File: config.mk
export PLATFORM = sky130hd
export DESIGN_NAME = frame_streamer
export DESIGN_NICKNAME = d
export VERILOG_FILES = /design/src/rtl/led_pkg.sv /design/src/rtl/ws_bit_encoder.sv /design/src/rtl/frame_streamer.sv
export SDC_FILE = /design/constraint.sdc
export NUM_CORES = 1
export LEC_CHECK = 0
export CELL_PAD_IN_SITES_DETAIL_PLACEMENT = 1
export CELL_PAD_IN_SITES_GLOBAL_PLACEMENT = 1
export CORE_MARGIN = 2
export CORE_UTILIZATION = 43
export DETAILED_ROUTE_END_ITERATION = 10
export HOLD_SLACK_MARGIN = 0.15
export PLACE_DENSITY = 0.92
export SKIP_LAST_GASP = 1
export SYNTH_ARGS = -nofsm -noshare
export SYNTH_HDL_FRONTEND = slang
export SYNTH_HIERARCHICAL = 1
export SYNTH_SLANG_ARGS = --single-unit
export TNS_END_PERCENT = 5
File: constraint.sdc
create_clock -name clk -period 2.78 [get_ports clk]
set_input_delay 0.556 -clock clk [delete_from_list [all_inputs] [get_ports clk]]
set_output_delay 0.556 -clock clk [all_outputs]
set_load 0.01 [all_outputs]
File: src/rtl/led_pkg.sv
// Shared state encoding, default bit timing and pixel-word helper for the
// serial LED frame streamer.
package led_pkg;

  typedef enum logic [1:0] {
    IDLE  = 2'd0,
    LOAD  = 2'd1,
    SEND  = 2'd2,
    LATCH = 2'd3
  } state_t;

  localparam int LED_T0H    = 4;
  localparam int LED_T1H    = 8;
  localparam int LED_TBIT   = 15;
  localparam int LED_TLATCH = 1000;

  // GRB ordering: green byte leaves the line first.
  function automatic logic [23:0] grb_word(input logic g, input logic r, input logic b,
                                           input logic [7:0] level);
    grb_word = {(g ? level : 8'h00), (r ? level : 8'h00), (b ? level : 8'h00)};
  endfunction

endpackage

File: src/rtl/ws_bit_encoder.sv
// Turns one data bit into a TBIT-cycle high/low pulse; bit_done marks the
// penultimate cycle so the caller can line up the next bit with no gap.
module ws_bit_encoder #(
  parameter int T0H  = 4,
  parameter int T1H  = 8,
  parameter int TBIT = 15
) (
  input  logic clk,
  input  logic rst_n,
  input  logic start,
  input  logic bit_in,
  output logic data_out,
  output logic bit_done
);

  localparam int CW = $clog2(TBIT);

  logic [CW-1:0] cnt_r;
  logic [CW-1:0] cnt_nxt_s;
  logic          busy_r;
  logic          bit_r;
  logic          data_r;
  logic          done_r;

  assign cnt_nxt_s = cnt_r + CW'(1);
  assign data_out  = data_r;
  assign bit_done  = done_r;

  // Bit-period counter and registered waveform; a start on the last cycle restarts seamlessly.
  always_ff @(posedge clk or negedge rst_n) begin
    if (!rst_n) begin
      cnt_r  <= '0;
      busy_r <= 1'b0;
      bit_r  <= 1'b0;
      data_r <= 1'b0;
      done_r <= 1'b0;
    end else if (start) begin
      cnt_r  <= '0;
      busy_r <= 1'b1;
      bit_r  <= bit_in;
      data_r <= 1'b1;
      done_r <= 1'b0;
    end else if (busy_r) begin
      if (cnt_r == CW'(TBIT - 1)) begin
        cnt_r  <= '0;
        busy_r <= 1'b0;
        data_r <= 1'b0;
        done_r <= 1'b0;
      end else begin
        cnt_r  <= cnt_nxt_s;
        data_r <= bit_r ? (cnt_nxt_s < CW'(T1H)) : (cnt_nxt_s < CW'(T0H));
        done_r <= (cnt_nxt_s == CW'(TBIT - 2));
      end
    end else begin
      data_r <= 1'b0;
      done_r <= 1'b0;
    end
  end

endmodule

File: src/rtl/frame_streamer.sv
// Streams a captured 64-pixel RGB board as GRB serial LED data, then holds
// the line low for the latch gap and pulses frame_done.
module frame_streamer
  import led_pkg::*;
#(
  parameter int         T0H        = LED_T0H,
  parameter int         T1H        = LED_T1H,
  parameter int         TBIT       = LED_TBIT,
  parameter int         TLATCH     = LED_TLATCH,
  parameter logic [7:0] BRIGHTNESS = 8'h20
) (
  input  logic        clk,
  input  logic        rst_n,
  input  logic        frame_valid,
  output logic        frame_ready,
  input  logic [63:0] red_board,
  input  logic [63:0] green_board,
  input  logic [63:0] blue_board,
  output logic        data_out,
  output logic        frame_done
);

  localparam int TMAX = (TBIT > TLATCH) ? TBIT : TLATCH;
  localparam int LCW  = $clog2(TMAX);

  state_t         state_r;
  logic [63:0]    red_r;
  logic [63:0]    green_r;
  logic [63:0]    blue_r;
  logic [5:0]     pixel_r;
  logic [4:0]     bit_cnt_r;
  logic [23:0]    word_r;
  logic [LCW-1:0] cyc_r;
  logic           tail_r;
  logic           next_start_r;
  logic           ready_r;
  logic           done_r;
  logic [23:0]    grb_s;
  logic           start_s;
  logic           bit_s;
  logic           bit_done_s;

  assign grb_s       = grb_word(green_r[pixel_r], red_r[pixel_r], blue_r[pixel_r], BRIGHTNESS);
  // LOAD feeds the fresh word's MSB straight to the encoder so it starts on the LOAD edge.
  assign start_s     = (state_r == LOAD) || next_start_r;
  assign bit_s       = (state_r == LOAD) ? grb_s[23] : word_r[23];
  assign frame_ready = ready_r;
  assign frame_done  = done_r;

  ws_bit_encoder #(.T0H(T0H), .T1H(T1H), .TBIT(TBIT)) u_enc (
    .clk      (clk),
    .rst_n    (rst_n),
    .start    (start_s),
    .bit_in   (bit_s),
    .data_out (data_out),
    .bit_done (bit_done_s)
  );

  // Frame sequencing: capture, per-pixel load, bit stepping and latch gap.
  always_ff @(posedge clk or negedge rst_n) begin
    if (!rst_n) begin
      state_r      <= IDLE;
      red_r        <= 64'h0;
      green_r      <= 64'h0;
      blue_r       <= 64'h0;
      pixel_r      <= 6'd0;
      bit_cnt_r    <= 5'd0;
      word_r       <= 24'h0;
      cyc_r        <= '0;
      tail_r       <= 1'b0;
      next_start_r <= 1'b0;
      ready_r      <= 1'b1;
      done_r       <= 1'b0;
    end else begin
      next_start_r <= 1'b0;
      done_r       <= 1'b0;
      case (state_r)
        IDLE: begin
          if (frame_valid) begin
            red_r     <= red_board;
            green_r   <= green_board;
            blue_r    <= blue_board;
            pixel_r   <= 6'd0;
            bit_cnt_r <= 5'd0;
            ready_r   <= 1'b0;
            state_r   <= LOAD;
          end else begin
            ready_r <= 1'b1;
          end
        end
        LOAD: begin
          word_r    <= grb_s;
          bit_cnt_r <= 5'd0;
          state_r   <= SEND;
        end
        SEND: begin
          // bit_done fires one cycle early: the final cycle is either the next start or LOAD.
          if (bit_done_s) begin
            if (bit_cnt_r != 5'd23) begin
              word_r       <= {word_r[22:0], 1'b0};
              bit_cnt_r    <= bit_cnt_r + 5'd1;
              next_start_r <= 1'b1;
            end else if (pixel_r != 6'd63) begin
              pixel_r <= pixel_r + 6'd1;
              state_r <= LOAD;
            end else begin
              tail_r  <= 1'b1;
              cyc_r   <= '0;
              state_r <= LATCH;
            end
          end else begin
            state_r <= SEND;
          end
        end
        LATCH: begin
          // The tail cycle finishes the last bit period before the gap count starts.
          if (tail_r) begin
            tail_r <= 1'b0;
          end else if (cyc_r == LCW'(TLATCH - 1)) begin
            ready_r <= 1'b1;
            state_r <= IDLE;
          end else begin
            cyc_r  <= cyc_r + LCW'(1);
            done_r <= (cyc_r == LCW'(TLATCH - 2));
          end
        end
        default: begin
          ready_r <= 1'b1;
          state_r <= IDLE;
        end
      endcase
    end
  end

endmodule

==> results.md <==
* Status: finished, final reports clean
* Fraction of layout cells with a size suffix above 1 at 0.288
* CTS Root Buffer Type: clkbuf_16
* RR Endpoint: word_r[5]$_DFFE_PN0P_
* CP startpoint kind: flop
* Routed wire per std cell at 24.5 um
* Detailed Place HPWL at 23,200 um
* Power, Total at 14.2 mW
* WP data arrival at 3.09 ns
* Pwr Density at 959 nW/um2
* Post-route cell area at 14,800 um2
* Clock sinks at 246
* Commonest non-fill, non-tap cell in the layout: dfrtp_1
* Max-cap violation count at 0
* Die Width at 167 um
* Final setup margin at 0.102 ns
* CP peak stage delay at 0.69 ns
* Cell Chain, Critical Path: buf_4 > buf_4 > mux4_2 > a22oi_1 > nand2_1 > a31oi_1 > o21bai_1
* Detailed Routing Iterations Pass 1 at 7
* Minimum clock period at 2.68 ns
* First-pass GRT wire length at 54,300 um
* Clock slew at reported path FFs at 0.07 ns
* P_leak at 5.92 nW
* GRT Total Usage at 0.249
* Final hold vios at 0
* Crit path kind: flop to flop
* Clock buffers created by TritonCTS at 26
* Max Clk Rate at 373 MHz
* Synth Instances at 848
* GRT overflow at 0
* Post-route ant nets at 0
* R2R cell count at 7
* Asr flop ratio synth at 1.00
* Initial antenna violation count at 3
* Most frequent cells in the layout: dfrtp_1 (243), mux2_2 (199), clkdlybuf4s50_1 (196), nand2_1 (59), mux2i_1 (31)
* Final count of pins violating max slew at 0
* Worst R2R Setup Slack at 0.10 ns
* Post-synth EDFFs at 0
* Skew-Pair Late Insertion Delay at 0.54 ns
* Post-place setup slack at 0.220 ns
* Largest net degree at the start of global routing at 85
* Kind of end point of the critical path: flop
* Hold EP: word_r[11]$_DFFE_PN0P_
* Core area at 26,100 um2
* Most used flip-flop cell after synthesis: dfrtp_1
* RSZ-0062 raised after global routing: false
* Setup tns final at 0 ns
* FF-to-FF Start: pixel_r[0]$_DFFE_PN0P_
* P&R area growth vs syn at 29.6%
* VDD IR-drop max at 586 uV
* Syn Area/Cell at 13.5 um2
* Yosys cell types at 61
* Post-route DRC at 0
* Port bufs at 197
* Seq cells post-synth at 246
* Worst clock skew at 0.0160 ns
* I/O Pins at 198
* Synth Net Count at 1,050
* Tcrit/Tclk final at 0.963
* Hold Path Depth at 2
* Worst hold slack at 0.495 ns
* Largest fanout on the critical path at 14
* Synth Cell Area at 11,400 um2
* Ys Warns at 6
* H-tree Lvls at 1
* Final weighted congestion of routability-driven global placement at 0.808
* Fin cells at 1,405
* Final setup vio count at 0
* CP most frequent cell: buf_4
* Via count at 8,048
* Worst slew pin tran at 0.852 ns
* Min-delay worst type: flop to flop
* CTS tree: yes
* Initial DRC Count at 462
* Initial core utilization at 0.438
* Post-synthesis sequential area ratio at 0.539
* Die ar. at 27,900 um2
* Max Buffers Root-to-Sink at 3
* Slew headroom at 0.432
* Inst Count DP at 1,355
* Vias in the first global route at 9,279
* Routed wire length at 34,500 um
* # rows at 59
* Post-Route Utilization at 0.568
* # nets final at 1,251
* Hold path start: word_r[10]$_DFFE_PN0P_
* DR vias/cell at 5.73
* Worst path required time at 3.20 ns
* Placed Instance Area at 13,900 um2
* Die height at 167 um
* Cell with the largest stage delay on the worst path: dfrtp_2
==> power by group <==
part / switching [mW] / internal [mW] / leakage (nW) / total, mW
combinational: 1.72 / 2.54 / 2.49 / 4.26
clock: 1.45 / 2.20 / 0.441 / 3.65
sequential: 1.11 / 5.16 / 2.99 / 6.27
total: 4.28 / 9.90 / 5.92 / 14.2
==> synth_stat cells (all sizes together) (3+ instances only) <==
cell type	instances	share of area
mux2i	31	0.027
a22o	4	0.0031
nor2	20	0.0068
clkbuf	20	0.0066
nand3	18	0.0094
xor2	9	0.0069
a21o	4	0.0026
o22ai	3	0.0016
nor2b	9	0.0049
a22oi	16	0.011
o41ai	4	0.0031
o21ai	31	0.014
nand2	59	0.019
ha	7	0.0077
o31ai	3	0.0032
inv	9	0.0030
a21oi	23	0.010
nand2b	9	0.0049
dfrtp	245	0.54
and3	4	0.0023
mux4	33	0.066
and2	6	0.0033
nor3b	3	0.0020
mux2	199	0.20
or3	3	0.0016
nand4	8	0.0044
nor3	10	0.0048
buf	31	0.016
==> sequential cells by signal, indices dropped and copies added, names as in the netlist, 2 cells and up <==
signal and cells:
red_r 64, state_r 2, green_r 64, u_enc/cnt_r 4, blue_r 64, word_r 19, pixel_r 6, cyc_r 10
bit_cnt_r 5
==> worst max path at each step <==
stage / endpoint / startpoint / slack, ns / depth (start not counted)
final: word_r[5]$_DFFE_PN0P_ / pixel_r[0]$_DFFE_PN0P_ / 0.10 / 7
after global routing: word_r[5]$_DFFE_PN0P_ / pixel_r[0]$_DFFE_PN0P_ / 0.009 / 7
after CTS: word_r[5]$_DFFE_PN0P_ / pixel_r[0]$_DFFE_PN0P_ / 0.08 / 7
after detailed placement: word_r[5]$_DFFE_PN0P_ / pixel_r[0]$_DFFE_PN0P_ / 0.22 / 8
after global placement: word_r[5]$_DFFE_PN0P_ / pixel_r[0]$_DFFE_PN0P_ / 0.33 / 7
after floorplan: word_r[5]$_DFFE_PN0P_ / pixel_r[0]$_DFFE_PN0P_ / 0.74 / 7
==> layer usage <==
metal  GRT usage  vias to the layer above  wire length, um  part of all wire
met4      0.0877                        2             1090             0.032
met2       0.440                      275            18000              0.52
met3      0.0611                       69             2220             0.064
met1       0.297                     4190            13100              0.38
li1            -                     3512                -                 -
met5           0                        -               11           0.00032
==> cell families (layout without fill, tap and decap cells) <==
logic type	Yosys count	count (layout)	synth area share
compound gates	106	106	0.0614
xor+xnor	10	10	0.00767
fa+ha+maj	7	7	0.00767
buf+inv	61	281	0.0257
flops	246	246	0.539
mux	263	263	0.290
other cells	0	2	0
simple gates	155	155	0.0685
==> cell type report <==
type                       instances  area, um2
antenna                            2       5.00
clock buffer                      42        822
tap                              335        419
fill                            2509      11300
inverter                          10       37.5
multi-input combinational        541       4970
sequential                       246       6160
clock inverter                     5       77.6
timing repair buffer             224       2290
==> critical path, delay by kind of cell, from the launching register on <==
family / cells / cell delay (ns)
compound gates: 3 / 0.66
buf+inv: 2 / 0.59
flops: 1 / 0.69
mux: 1 / 0.53
simple gates: 1 / 0.08
==> timing repair <==
item	CTS	global route
buffers inserted	0	0
hold buffers	1	0
gates resized for setup	0	1
hold endpoints to repair	79	0
setup endpoints to repair	0	1
Note: power is estimated with default switching activity, not from simulation.
